===== src/rtl/clock_div_pkg.sv =====
// Shared encodings for the programmable clock divider.
// Contents: mode_e (value reported on the mode output), state_e (RUN/PAUSED
// FSM encoding), selector width, and a helper that maps the active divisor to
// its run-time mode code.
package clock_div_pkg;

    localparam int unsigned SEL_W  = 8;
    localparam int unsigned MODE_W = 2;

    typedef enum logic [MODE_W-1:0] {
        MODE_FAST   = 2'd0,
        MODE_SLOW   = 2'd1,
        MODE_PAUSED = 2'd2
    } mode_e;

    typedef enum logic {
        ST_RUN    = 1'b0,
        ST_PAUSED = 1'b1
    } state_e;

    // Mode code reported while running, from the active-divisor select bit.
    function automatic mode_e run_mode(input logic slow);
        return slow ? MODE_SLOW : MODE_FAST;
    endfunction

endpackage


===== src/rtl/clock_div_prog_if.sv =====
// Control/status bundle of the programmable clock divider.
// slave  (divider side): selector, key_n, pause, step in; clkout, tick, mode out.
// master (driver side) : the mirror image.
interface clock_div_prog_if;
    import clock_div_pkg::*;

    logic [SEL_W-1:0]  selector;
    logic              key_n;
    logic              pause;
    logic              step;
    logic              clkout;
    logic              tick;
    logic [MODE_W-1:0] mode;

    modport master (
        output selector, key_n, pause, step,
        input  clkout, tick, mode
    );

    modport slave (
        input  selector, key_n, pause, step,
        output clkout, tick, mode
    );

endinterface


===== src/rtl/clock_div_prog_div_counter.sv =====
// Half-period cycle counter with terminal-count compare.
// Ports: clkin/rst (sync, active-high), clear (force counter to 0),
// enable (count this cycle), limit (terminal count = divisor - 1),
// wrap (combinational: enabled and at terminal count, counter returns to 0).
module div_counter #(
    parameter int unsigned CNT_W = 26
) (
    input  logic             clkin,
    input  logic             rst,
    input  logic             clear,
    input  logic             enable,
    input  logic [CNT_W-1:0] limit,
    output logic             wrap
);

    logic [CNT_W-1:0] cnt_q;
    logic [CNT_W-1:0] cnt_d;

    // Compare against divisor-1 so a divisor of 2^CNT_W still fits CNT_W bits.
    always_comb begin
        wrap  = enable && (cnt_q == limit);
        cnt_d = cnt_q;
        if (clear || wrap) begin
            cnt_d = '0;
        end else if (enable) begin
            cnt_d = cnt_q + CNT_W'(1);
        end
    end

    always_ff @(posedge clkin) begin
        if (rst) begin
            cnt_q <= '0;
        end else begin
            cnt_q <= cnt_d;
        end
    end

endmodule


===== src/rtl/clock_div_prog.sv =====
// Programmable clock divider: clkout toggles every FAST_DIV or SLOW_DIV clkin
// cycles; can be paused and single-stepped one half-period at a time.
// Ports: clkin, rst (sync, active-high); bus (slave): selector, key_n, pause,
// step in; clkout (registered divided clock), tick (one-cycle pulse with each
// clkout toggle), mode (0 FAST, 1 SLOW, 2 PAUSED) out.
module clock_div_prog
    import clock_div_pkg::*;
#(
    parameter int unsigned CNT_W    = 26,
    parameter int unsigned FAST_DIV = 10000,
    parameter int unsigned SLOW_DIV = 50000000,
    parameter int unsigned SEL_SLOW = 48
) (
    input  logic            clkin,
    input  logic            rst,
    clock_div_prog_if.slave bus
);

    localparam logic [CNT_W-1:0] FAST_LIM = CNT_W'(FAST_DIV - 1);
    localparam logic [CNT_W-1:0] SLOW_LIM = CNT_W'(SLOW_DIV - 1);

    state_e state_q, state_d;
    logic   slow_q, slow_d;      // active divisor: 1 = SLOW_DIV
    logic   clkout_q, clkout_d;
    logic   tick_q, tick_d;
    mode_e  mode_q, mode_d;

    logic             req_slow_c;
    logic             step_c;
    logic             cnt_en_c;
    logic             wrap_c;
    logic [CNT_W-1:0] limit_c;

    assign req_slow_c = (bus.selector == SEL_W'(SEL_SLOW)) || !bus.key_n;
    // Step only counts when already paused and still holding pause.
    assign step_c     = (state_q == ST_PAUSED) && bus.pause && bus.step;
    assign cnt_en_c   = (state_q == ST_RUN);
    assign limit_c    = slow_q ? SLOW_LIM : FAST_LIM;

    div_counter #(
        .CNT_W (CNT_W)
    ) u_cnt (
        .clkin  (clkin),
        .rst    (rst),
        .clear  (step_c),
        .enable (cnt_en_c),
        .limit  (limit_c),
        .wrap   (wrap_c)
    );

    // Next state: a wrap or a step ends the half-period and is the only
    // point where the requested divisor becomes active.
    always_comb begin
        state_d  = bus.pause ? ST_PAUSED : ST_RUN;
        slow_d   = slow_q;
        clkout_d = clkout_q;
        tick_d   = 1'b0;
        if (wrap_c || step_c) begin
            clkout_d = ~clkout_q;
            tick_d   = 1'b1;
            slow_d   = req_slow_c;
        end
        mode_d = (state_d == ST_PAUSED) ? MODE_PAUSED : run_mode(slow_d);
    end

    always_ff @(posedge clkin) begin
        if (rst) begin
            state_q  <= ST_RUN;
            slow_q   <= 1'b0;
            clkout_q <= 1'b0;
            tick_q   <= 1'b0;
            mode_q   <= MODE_FAST;
        end else begin
            state_q  <= state_d;
            slow_q   <= slow_d;
            clkout_q <= clkout_d;
            tick_q   <= tick_d;
            mode_q   <= mode_d;
        end
    end

    assign bus.clkout = clkout_q;
    assign bus.tick   = tick_q;
    assign bus.mode   = MODE_W'(mode_q);

endmodule


===== src/flat_wrapper.sv =====
// flat-port wrapper written by rule: the top's interface ports become plain ports
module clock_div_prog_flat import clock_div_pkg::*;
#(
    parameter int unsigned CNT_W    = 26,
    parameter int unsigned FAST_DIV = 10000,
    parameter int unsigned SLOW_DIV = 50000000,
    parameter int unsigned SEL_SLOW = 48
)
  (clkin, rst, bus_selector, bus_key_n, bus_pause, bus_step, bus_clkout, bus_tick, bus_mode);
  clock_div_prog_if bus_i ();
  input  logic clkin;
  input  logic rst;
  input wire logic [$bits(bus_i.selector)-1:0] bus_selector;
  input wire logic [$bits(bus_i.key_n)-1:0] bus_key_n;
  input wire logic [$bits(bus_i.pause)-1:0] bus_pause;
  input wire logic [$bits(bus_i.step)-1:0] bus_step;
  output wire logic [$bits(bus_i.clkout)-1:0] bus_clkout;
  output wire logic [$bits(bus_i.tick)-1:0] bus_tick;
  output wire logic [$bits(bus_i.mode)-1:0] bus_mode;
  assign bus_i.selector = bus_selector;
  assign bus_i.key_n = bus_key_n;
  assign bus_i.pause = bus_pause;
  assign bus_i.step = bus_step;
  assign bus_clkout = bus_i.clkout;
  assign bus_tick = bus_i.tick;
  assign bus_mode = bus_i.mode;
  clock_div_prog #(.CNT_W(CNT_W), .FAST_DIV(FAST_DIV), .SLOW_DIV(SLOW_DIV), .SEL_SLOW(SEL_SLOW)) u_core (.clkin(clkin), .rst(rst), .bus(bus_i));
endmodule

===== config.mk =====
export PLATFORM = sky130hd
export DESIGN_NAME = clock_div_prog_flat
export DESIGN_NICKNAME = d
export VERILOG_FILES = /design/src/rtl/clock_div_pkg.sv /design/src/rtl/clock_div_prog_if.sv /design/src/rtl/clock_div_prog_div_counter.sv /design/src/rtl/clock_div_prog.sv /design/src/flat_wrapper.sv
export SDC_FILE = /design/constraint.sdc
export NUM_CORES = 1
export LEC_CHECK = 0
export CORE_ASPECT_RATIO = 1.1
export CORE_UTILIZATION = 55
export CTS_CLUSTER_DIAMETER = 50
export CTS_CLUSTER_SIZE = 14
export DETAILED_ROUTE_END_ITERATION = 10
export GPL_TIMING_DRIVEN = 0
export PLACE_DENSITY_LB_ADDON = 0.1
export SYNTH_ARGS = -nofsm -noshare
export SYNTH_HDL_FRONTEND = slang
export SYNTH_SLANG_ARGS = --single-unit

===== constraint.sdc =====
create_clock -name clkin -period 2.36 [get_ports clkin]
set_clock_uncertainty 0.1 [all_clocks]
set_input_delay 0.59 -clock clkin [delete_from_list [all_inputs] [get_ports clkin]]
set_output_delay 0.59 -clock clkin [all_outputs]
set_load 0.05 [all_outputs]

==> metrics.cfg, run 1 <==
[floorplanning]
coreArea_um2=2540
die_w_um=52.0
io_pins=17
die_area_um2=2970
initial_core_util=0.596
die_h_um=57.1
num_rows=19

[cells_and_area]
drive_gt1_frac=0.119
diodes=0
fin_nets=206
finalInstanceArea_um2=1810
syn_to_final_growth_pct=19.2

[synthesis]
yosysSeqAreaShare=0.410
synth_area_um2=1520
synth-compound-area-share=0.0380
syn_avg_cell_area_um2=8.97
yosysWarnings=0
ys_ff_latch=31
synthSimpleGateAreaFrac=0.326
ys_types=35
yosys-mux-area-fraction=0.0281
synthXorXnorAreaFrac=0.145
synth-adder-area-share=0.00826
synth_top_family_by_area=simple AND/OR/NAND/NOR gates
postSynthCellCount=169
syn_nets=183

[cts]
cts_setup_buffers=0
post_cts_resized=0
cts.sinks=31
numCtsBuffers=5
cts_tree=built
clk_path_buf_depth=2
clk_latency_ns=0.34
cts_hold_buf=0
cts_max_level=2
path_clk_slew_ns=0.10
cts_root_buffer=clkbuf_4

[placed_design]
placed_area_um2=1710
gp_congestion=0.833
io_buffers=16
place_ws_ns=0.208
dpl.hpwl_um=2190

[timing]
worst-slew-pin-transition_ns=0.491
fmax_mhz=442
fin_hold_ws_ns=0.463
rsz0062_at_grt=false
fin_crit_ns=2.26
min_period_over_period=0.960
setup_viol=0
fin_ws_ns=0.0951
hold_viol=0
finalMaxSlewViolations=0
setup_tns_ns=0
slew-limit-headroom=0.672

[drt]
postRouteAntennaNets=0
drt-pass1-iter-count=4
routed_wl_um=3040
wl_per_cell_um=13.6
num_vias=1250
drt_iter0_markers=33
vias_per_cell=5.58
drcViolationCount=0

[grt]
grt_pass1_wl_um=5040
grt_usage=0.234
grt_start_max_net_pins=11
grt_antenna_before_repair=0
grt_pass1_vias=1198
grt_remaining_overflow=0

[worst_setup_path]
cp_data_arrival_time_ns=1.57
startpoint=u_core.state_q$_SDFF_PP0_
criticalPathCategory=reg -> out
start_kind=flop
r2r_start=u_core.u_cnt.cnt_q[1]$_SDFFE_PP0N_
critPathRequiredTime_ns=1.67
cp_max_fo=2
endpoint_kind=output pin

[status]
status=finished clean

[pwr]
peakVddDrop_uv=433
p_per_area_nw_per_um2=582
power.leakage_nw=0.633

[run]
max-cap-violations=0

[min_path]
hold_class=reg -> reg
hp-start=u_core.u_cnt.cnt_q[24]$_SDFFE_PP0N_

==> Yosys cell counts <==
cell type / n / area share
buf_4: 2 / 0.0099
mux2_2: 2 / 0.015
xor2_1: 6 / 0.035
nand4b_1: 2 / 0.012
nand4b_4: 1 / 0.016
and3b_1: 1 / 0.0058
nand3b_1: 1 / 0.0050
mux2i_1: 2 / 0.013
o2111a_2: 1 / 0.0083
nor4_1: 8 / 0.033
nor3_1: 4 / 0.013
nor4b_2: 1 / 0.0099
o21ba_2: 1 / 0.0066
nand4_1: 7 / 0.029
a21oi_1: 1 / 0.0033
or3b_1: 1 / 0.0058
dfxtp_1: 31 / 0.41
nor2_1: 38 / 0.094
nor2b_1: 4 / 0.017
and2_1: 1 / 0.0041
inv_1: 4 / 0.0099
and4_1: 2 / 0.012
and3_1: 2 / 0.0083
xnor2_1: 19 / 0.11
or4_1: 2 / 0.0099
or4b_2: 1 / 0.0066
a311o_2: 1 / 0.0074
buf_6: 3 / 0.022
ha_1: 1 / 0.0083
o22ai_1: 2 / 0.0083
buf_2: 1 / 0.0033
a31oi_1: 1 / 0.0041
nand2_1: 8 / 0.020
or4b_1: 1 / 0.0066
nand3_1: 6 / 0.020
==> worst max-delay path: stages, from the launching register on <==
cell             delay (ns)
dfxtp_1                0.35
buf_4                  0.10
clkdlybuf4s50_1        0.78
==> cell families after synthesis <==
logic type               after synthesis
AO/OA/AOI/OAI                          7
XOR/XNOR                              25
adder cells (fa/ha/maj)                1
buffers and inverters                 10
flip-flops                            31
multiplexers                           4
AND/OR/NAND/NOR                       91
==> metal layers <==
metal / global-route usage / vias to the layer above / share of wire
met4: 0.143 / 0 / 0.022
met5: 0 / - / 0
met2: 0.396 / 16 / 0.51
met3: 0.0613 / 7 / 0.028
met1: 0.255 / 593 / 0.43
li1: - / 634 / -
==> final timing paths <==
path,slack [ns],depth (start not counted),to
max,0.1,2,bus_mode[1]
min,0.46,2,u_core.u_cnt.cnt_q[24]$_SDFFE_PP0N_
max reg2reg,0.20,7,u_core.u_cnt.cnt_q[24]$_SDFFE_PP0N_
min reg2reg,0.46,2,u_core.u_cnt.cnt_q[24]$_SDFFE_PP0N_
==> final cells by class <==
class	count	area [um^2]
Sequential cell	31	621
Multi-Input combinational cell	128	832
Tap cell	31	38.8
Timing Repair Buffer	16	160
Inverter	4	15.0
Buffer	6	53.8
Clock inverter	2	35.0
Fill cell	189	737
Clock buffer	6	51.3
==> flip-flops by register name, indices dropped and copies added, names as in the netlist <==
| register | count |
|---|---|
| u_core.u_cnt.cnt_q | 26 |
| u_core.bus.mode | 1 |
| u_core.bus.clkout | 1 |
| u_core.bus.tick | 1 |
| u_core.slow_q | 1 |
| u_core.state_q | 1 |
==> per-stage QoR <==
stage	utilization	power (mW)	std cells
after floorplan	-	0.589	169
after global placement	0.674	0.621	216
after detailed placement	0.674	0.624	216
after CTS	0.708	1.06	224
after global routing	0.710	1.08	224
final	0.710	1.05	224
==> cell usage in the layout, fill, tap and decap left out, types with 2 or more instances in the layout <==
master,n
nand4_1,7
inv_1,4
nor3_1,4
o22ai_1,2
nor2b_1,4
nand2_1,8
nor2_1,38
xor2_1,6
clkdlybuf4s50_1,16
nand4b_1,2
clkbuf_4,5
and4_1,2
mux2i_1,2
dfxtp_1,31
and3_1,2
or4_1,2
nor4_1,7
xnor2_1,19
mux2_2,2
nand3_1,6
buf_4,2
buf_6,3
==> where the power goes <==
group          internal (mW)  switching, mW  leakage (nW)
Sequential             0.530        0.00998         0.251
Combinational         0.0403         0.0311         0.334
Clock                  0.250          0.190        0.0482
Power figures use the tool's default switching activity.
==> run 2: changes to the inputs <==
--- a/config.mk
+++ b/config.mk
@@ -5,6 +5,7 @@
 export SDC_FILE = /design/constraint.sdc
 export NUM_CORES = 1
 export LEC_CHECK = 0
+export ABC_CLOCK_PERIOD_IN_PS = 2700
 export CORE_ASPECT_RATIO = 1.1
 export CORE_UTILIZATION = 55
 export CTS_CLUSTER_DIAMETER = 50
@@ -12,6 +13,7 @@
 export DETAILED_ROUTE_END_ITERATION = 10
 export GPL_TIMING_DRIVEN = 0
 export PLACE_DENSITY_LB_ADDON = 0.1
+export SKIP_LAST_GASP = 1
 export SYNTH_ARGS = -nofsm -noshare
 export SYNTH_HDL_FRONTEND = slang
 export SYNTH_SLANG_ARGS = --single-unit
==> constraint.sdc (replaced) <==
create_clock -name clkin -period 2.7 [get_ports clkin]
set_clock_uncertainty 0.1 [all_clocks]
set_input_delay 0.675 -clock clkin [delete_from_list [all_inputs] [get_ports clkin]]
set_output_delay 0.675 -clock clkin [all_outputs]
set_load 0.05 [all_outputs]
==> run 2 against run 1 <==
  * Setup slack improved by 0.25 ns
  * Clock-buffer cell count unchanged
  * Non-clock buffer count unchanged
  * Register-to-register slack improved by 0.33 ns
  * Flip-flop and latch count unchanged
  * Sequential power decreased by 13%
  * Via count decreased by 0.32%
  * Core utilization decreased by 0.25 points
  * Critical path type unchanged
  * Critical endpoint unchanged
  * Largest cell class unchanged
  * Largest power group unchanged
==> metrics.cfg, run 2 (synthesized netlist as in run 1, its figures left out) <==
[cells_and_area]
drive_gt1_frac=0.114  ; was 0.119
multiInputGateArea_um2=826  ; was 832 um^2
seq_area_um2=621  ; unchanged
regMostFlops=u_core.u_cnt.cnt_q  ; unchanged
final_cell_count_no_fill=224  ; unchanged
fin_nets=206  ; unchanged
final_common_cell=nor2_1  ; unchanged
largest_reg_flops=26  ; unchanged
fillers=191  ; was 189
syn_to_final_growth_pct=18.8  ; was 19.2%
mostFrequentLayoutCells=nor2_1 (38), dfxtp_1 (31), xnor2_1 (19)  ; unchanged
diodes=0  ; unchanged

[floorplanning]
die_h_um=57.1  ; unchanged
die_w_um=52.0  ; unchanged
io_pins=17  ; unchanged
coreArea_um2=2540  ; unchanged
die_area_um2=2970  ; unchanged
num_rows=19  ; unchanged
initial_core_util=0.596  ; unchanged

[timing]
setup_tns_ns=0  ; unchanged
worst-slew-pin-transition_ns=0.491  ; unchanged
setup_viol=0  ; unchanged
slew-limit-headroom=0.672  ; unchanged
hold_viol=0  ; unchanged
fin_crit_ns=2.35
rsz0062_at_grt=false  ; unchanged
finalMaxSlewViolations=0  ; unchanged
fin_hold_ws_ns=0.462  ; was 0.463 ns
min_period_over_period=0.871
fmax_mhz=425
fin_ws_ns=0.349  ; was 0.0951 ns

[cts]
clk_latency_ns=0.34  ; about the same
numCtsBuffers=5  ; unchanged
cts_tree=built  ; unchanged
cts_hold_buf=0  ; unchanged
post_cts_resized=0  ; unchanged
cts_root_buffer=clkbuf_4  ; unchanged
path_clk_slew_ns=0.10  ; about the same
cts_max_level=2  ; unchanged
cts.sinks=31  ; unchanged
cts_setup_buffers=0  ; unchanged
clk_path_buf_depth=2  ; unchanged

[grt]
grt_antenna_before_repair=0  ; unchanged
grt_usage=0.234  ; unchanged
grt_remaining_overflow=0  ; unchanged
grt_start_max_net_pins=11  ; unchanged
grt_pass1_wl_um=5040  ; unchanged
grt_pass1_vias=1198  ; unchanged

[drt]
routed_wl_um=3030  ; was 3040 um
drcViolationCount=0  ; unchanged
drt_iter0_markers=34  ; was 33
num_vias=1246  ; was 1,250
postRouteAntennaNets=0  ; unchanged
vias_per_cell=5.56  ; was 5.58
drt-pass1-iter-count=4  ; unchanged
wl_per_cell_um=13.5  ; was 13.6 um

[worst_setup_path]
cp_data_arrival_time_ns=1.58  ; was 1.57 ns
cpLargestDelayFamily=buffers and inverters  ; unchanged
cp_num_buf_inv=2  ; unchanged
crit_path_cell_trace=buf_4 > clkdlybuf4s50_1  ; unchanged
criticalPathCategory=reg -> out  ; unchanged
crit_path_max_incr_delay_ns=0.78  ; about the same
cp_max_fo=2  ; unchanged
slowest_stage=clkdlybuf4s50_1  ; unchanged
critPathRequiredTime_ns=1.92  ; was 1.67 ns
endpoint_kind=output pin  ; unchanged
start_kind=flop  ; unchanged

[min_path]
hold_class=reg -> reg  ; unchanged

[placed_design]
gp_congestion=0.833  ; unchanged
io_buffers=16  ; unchanged
place_ws_ns=0.548  ; was 0.208 ns
dpl.hpwl_um=2190  ; unchanged
placed_cells=216  ; unchanged

[pwr]
p_per_area_nw_per_um2=510  ; was 582 nW/um^2
peakVddDrop_uv=379  ; was 433 uV
power.leakage_nw=0.633  ; about the same

[run]
max-cap-violations=0  ; unchanged

[status]
status=finished clean  ; unchanged

[run 2: metrics by stage]
step / instance area, um^2 / total power, mW / utilization
after global placement: 1710 / 0.543 / 0.674
after floorplan: 1520 / 0.515 / -
after detailed placement: 1710 / 0.545 / 0.674
after global routing: 1800 / 0.946 / 0.708
final: 1800 / 0.918 / 0.708
after CTS: 1800 / 0.923 / 0.708
[run 2: area by class of cell]
class | count | area share
Clock inverter | 2 | 0.0195
Clock buffer | 6 | 0.0285
Multi-Input combinational cell | 128 | 0.459
Inverter | 4 | 0.00834
Tap cell | 31 | 0.0215
Sequential cell | 31 | 0.345
Timing Repair Buffer | 16 | 0.0890
Buffer | 6 | 0.0299
[run 2: power by group]
group	total [mW]	switching [mW]	leakage (nW)	internal, mW
Combinational	0.0626	0.0274	0.334	0.0352
Clock	0.383	0.165	0.0482	0.219
Sequential	0.472	0.00888	0.251	0.463
Total	0.918	0.201	0.633	0.717
[run 2: final timing paths]
path                                                           from  slack [ns]  depth (start not counted)                                  end
worst max register to register   u_core.u_cnt.cnt_q[0]$_SDFFE_PP0N_        0.53                          7  u_core.u_cnt.cnt_q[22]$_SDFFE_PP0N_
worst max-delay path                      u_core.state_q$_SDFF_PP0_        0.35                          2                          bus_mode[1]
worst min register to register  u_core.u_cnt.cnt_q[24]$_SDFFE_PP0N_        0.46                          2  u_core.u_cnt.cnt_q[24]$_SDFFE_PP0N_
worst min-delay path            u_core.u_cnt.cnt_q[24]$_SDFFE_PP0N_        0.46                          2  u_core.u_cnt.cnt_q[24]$_SDFFE_PP0N_
[run 2: metal layers]
metal	vias to the layer above	part of all wire	global-route usage
li1	632	-	-
met1	589	0.44	0.255
met2	18	0.50	0.396
met3	7	0.034	0.0613
met4	0	0.022	0.143
met5	-	0	0
[run 2: tightest hold or removal path, stage by stage (launching register included)]
cell     delay, ns
dfxtp_1       0.35
xnor2_1       0.15
nor2_1        0.03
==> run 3: changes to the inputs <==
--- a/config.mk
+++ b/config.mk
@@ -6,6 +6,7 @@
 export NUM_CORES = 1
 export LEC_CHECK = 0
 export ABC_CLOCK_PERIOD_IN_PS = 2700
+export CAP_MARGIN = 20
 export CORE_ASPECT_RATIO = 1.1
 export CORE_UTILIZATION = 55
 export CTS_CLUSTER_DIAMETER = 50
==> results of run 3 <==
The final DEF is identical to that of run 2; final timing and power are the same.
==> patch: new RTL, settings of run 1 <==
`CNT_W` is set to 26 in 3 places; all go to 30.
--- a/src/rtl/clock_div_prog_div_counter.sv
+++ b/src/rtl/clock_div_prog_div_counter.sv
@@ -3,7 +3,7 @@
 // enable (count this cycle), limit (terminal count = divisor - 1),
 // wrap (combinational: enabled and at terminal count, counter returns to 0).
 module div_counter #(
-    parameter int unsigned CNT_W = 26
+    parameter int unsigned CNT_W = 30
 ) (
     input  logic             clkin,
     input  logic             rst,
--- a/src/rtl/clock_div_prog.sv
+++ b/src/rtl/clock_div_prog.sv
@@ -6,7 +6,7 @@
 module clock_div_prog
     import clock_div_pkg::*;
 #(
-    parameter int unsigned CNT_W    = 26,
+    parameter int unsigned CNT_W    = 30,
     parameter int unsigned FAST_DIV = 10000,
     parameter int unsigned SLOW_DIV = 50000000,
     parameter int unsigned SEL_SLOW = 48
--- a/src/flat_wrapper.sv
+++ b/src/flat_wrapper.sv
@@ -1,7 +1,7 @@
 // flat-port wrapper written by rule: the top's interface ports become plain ports
 module clock_div_prog_flat import clock_div_pkg::*;
 #(
-    parameter int unsigned CNT_W    = 26,
+    parameter int unsigned CNT_W    = 30,
     parameter int unsigned FAST_DIV = 10000,
     parameter int unsigned SLOW_DIV = 50000000,
     parameter int unsigned SEL_SLOW = 48
Function: no difference found for any inputs over 10 cycles, from zero or initial values and one cycle with rst high; that may be too few to reach the edited logic, so the function may still have changed.
==> patch against run 1 <==
- die area increased by 15%
- hold slack worse by 0.022 ns
- utilization down 4.1 points
- count of clock-buffer cells in the layout increased by 2
- sequential power rose by 12%
- first-iteration DRC count increased by 79%
- wire length increased by 13%
- area after synthesis increased by 15%
- sequential cell count is 4 higher
- design area grew 12%
- power is 0.24% higher
- setup slack gained 0.049 ns
- synthesized cell count is 17% higher
- combinational power is 0.7% lower
==> patch: results (changes against run 1) <==
Status
  • Status: complete, no violations (unchanged)

Critical path
  • Crit path DAT: 2.35 ns (was 1.57 ns)
  • Worst Setup EP: u_core.u_cnt.cnt_q[24]$_SDFFE_PP0N_ (was bus_mode[1])
  • R2r startpoint: u_core.u_cnt.cnt_q[0]$_SDFFE_PP0N_ (was u_core.u_cnt.cnt_q[1]$_SDFFE_PP0N_)
  • Critical path class: register to register (was register to output pin)
  • Flop-to-flop setup slack: 0.14 ns (was 0.20 ns)
  • Slowest-stage cell, CP: nor4_1 (was clkdlybuf4s50_1)

GRT
  • Total GRT Usage: 22.45% (was 23.38%)
  • Met1 GRT Util: 26.98% (was 25.46%)
  • Grt met2 use: 37.87% (was 39.56%)
  • Vias in the first global route: 1318 (was 1198)

Placement
  • Pre-CTS setup slack: 0.1902 ns (was 0.2082 ns)
  • Post-detail-place hpwl: 2524 um (was 2189 um)

Yosys
  • Post-synth cell types: 38 (was 35)
  • Dominant cells by area after synthesis: dfxtp_1, xnor2_1, nor2_1, nor4_1, nand3_1 (was dfxtp_1, xnor2_1, nor2_1, xor2_1, nor4_1)
  • Sequential fraction of the synthesis area: 40.11% (was 40.96%)
  • Synth Cell Area: 1747 sq um (was 1515 sq um)
  • Syn Nets: 212 (was 183)

Cells and area
  • Number of flip-flops in the largest register: 30 (was 26)
  • Fill count: 276 (was 189)
  • NumNets Final: 235 (was 206)

Min path
  • Min-delay src: u_core.u_cnt.cnt_q[29]$_SDFFE_PP0N_ (was u_core.u_cnt.cnt_q[24]$_SDFFE_PP0N_)
  • Hold endpoint: u_core.u_cnt.cnt_q[29]$_SDFFE_PP0N_ (was u_core.u_cnt.cnt_q[24]$_SDFFE_PP0N_)

Detailed routing
  • Met3 Wirelength: 183 um (was 84 um)
  • Via count: 1445 (was 1250)
  • Routed met2 length: 1705 um (was 1566 um)

Power
  • Peak supply drop: 0.0003958 V (was 0.0004334 V)
patch: logic make-up after synthesis:
family	share of synthesized area (%)
adders and majority gates	0.7162
and+or+nand+nor	33.17
buffers and inverters	4.154
muxes	1.218
xor gates and xnor gates	14.54
AOI/OAI and AO/OA	6.089
DFF	40.11
patch: through the flow:
| stage | util, % | hold slack (ns) | instances | cell area (sq um) |
|---|---|---|---|---|
| after floorplan | - | 0.3929 | 198 | 1747 |
| after global placement | 64.51 | 0.4147 | 248 | 1949 |
| after detailed placement | 64.51 | 0.4231 | 248 | 1949 |
| after CTS | 66.75 | 0.4501 | 256 | 2017 |
| after global routing | 66.96 | 0.4679 | 256 | 2023 |
| final | 66.96 | 0.4405 | 256 | 2023 |
patch: cell type report:
type,instances,area (sq um),area share (%)
sequential,35,700.7,34.63
buffer,11,53.80,2.659
clock buffer,8,68.82,3.401
multi-input combinational,147,979.7,48.42
tap,34,42.54,2.103
inverter,5,18.77,0.9276
timing repair buffer,16,158.9,7.854
patch: power by group through the flow:
stage	Combinational (uW)	Clock (uW)	Sequential (uW)
CTS	71.5	385	607
global route	78.2	413	609
floorplan	34.3	0	624
global placement	69.3	0	620
finish	70.9	376	607
detailed placement	71.9	0	621
patch: repair_timing:
item / in CTS / in global routing
gates resized for setup: 1 / 1
endpoints found under the setup margin: 1 / 1
endpoints found under the hold margin: 0 / 0
cloned: 0 / 0
patch: critical path, delay by kind of cell, from the launching register on:
family | cells | cell delay, ns
adders and majority gates | 1 | 0.19
and+or+nand+nor | 4 | 1.07
DFF | 1 | 0.43
buffers and inverters | 1 | 0.16
xor gates and xnor gates | 1 | 0.16
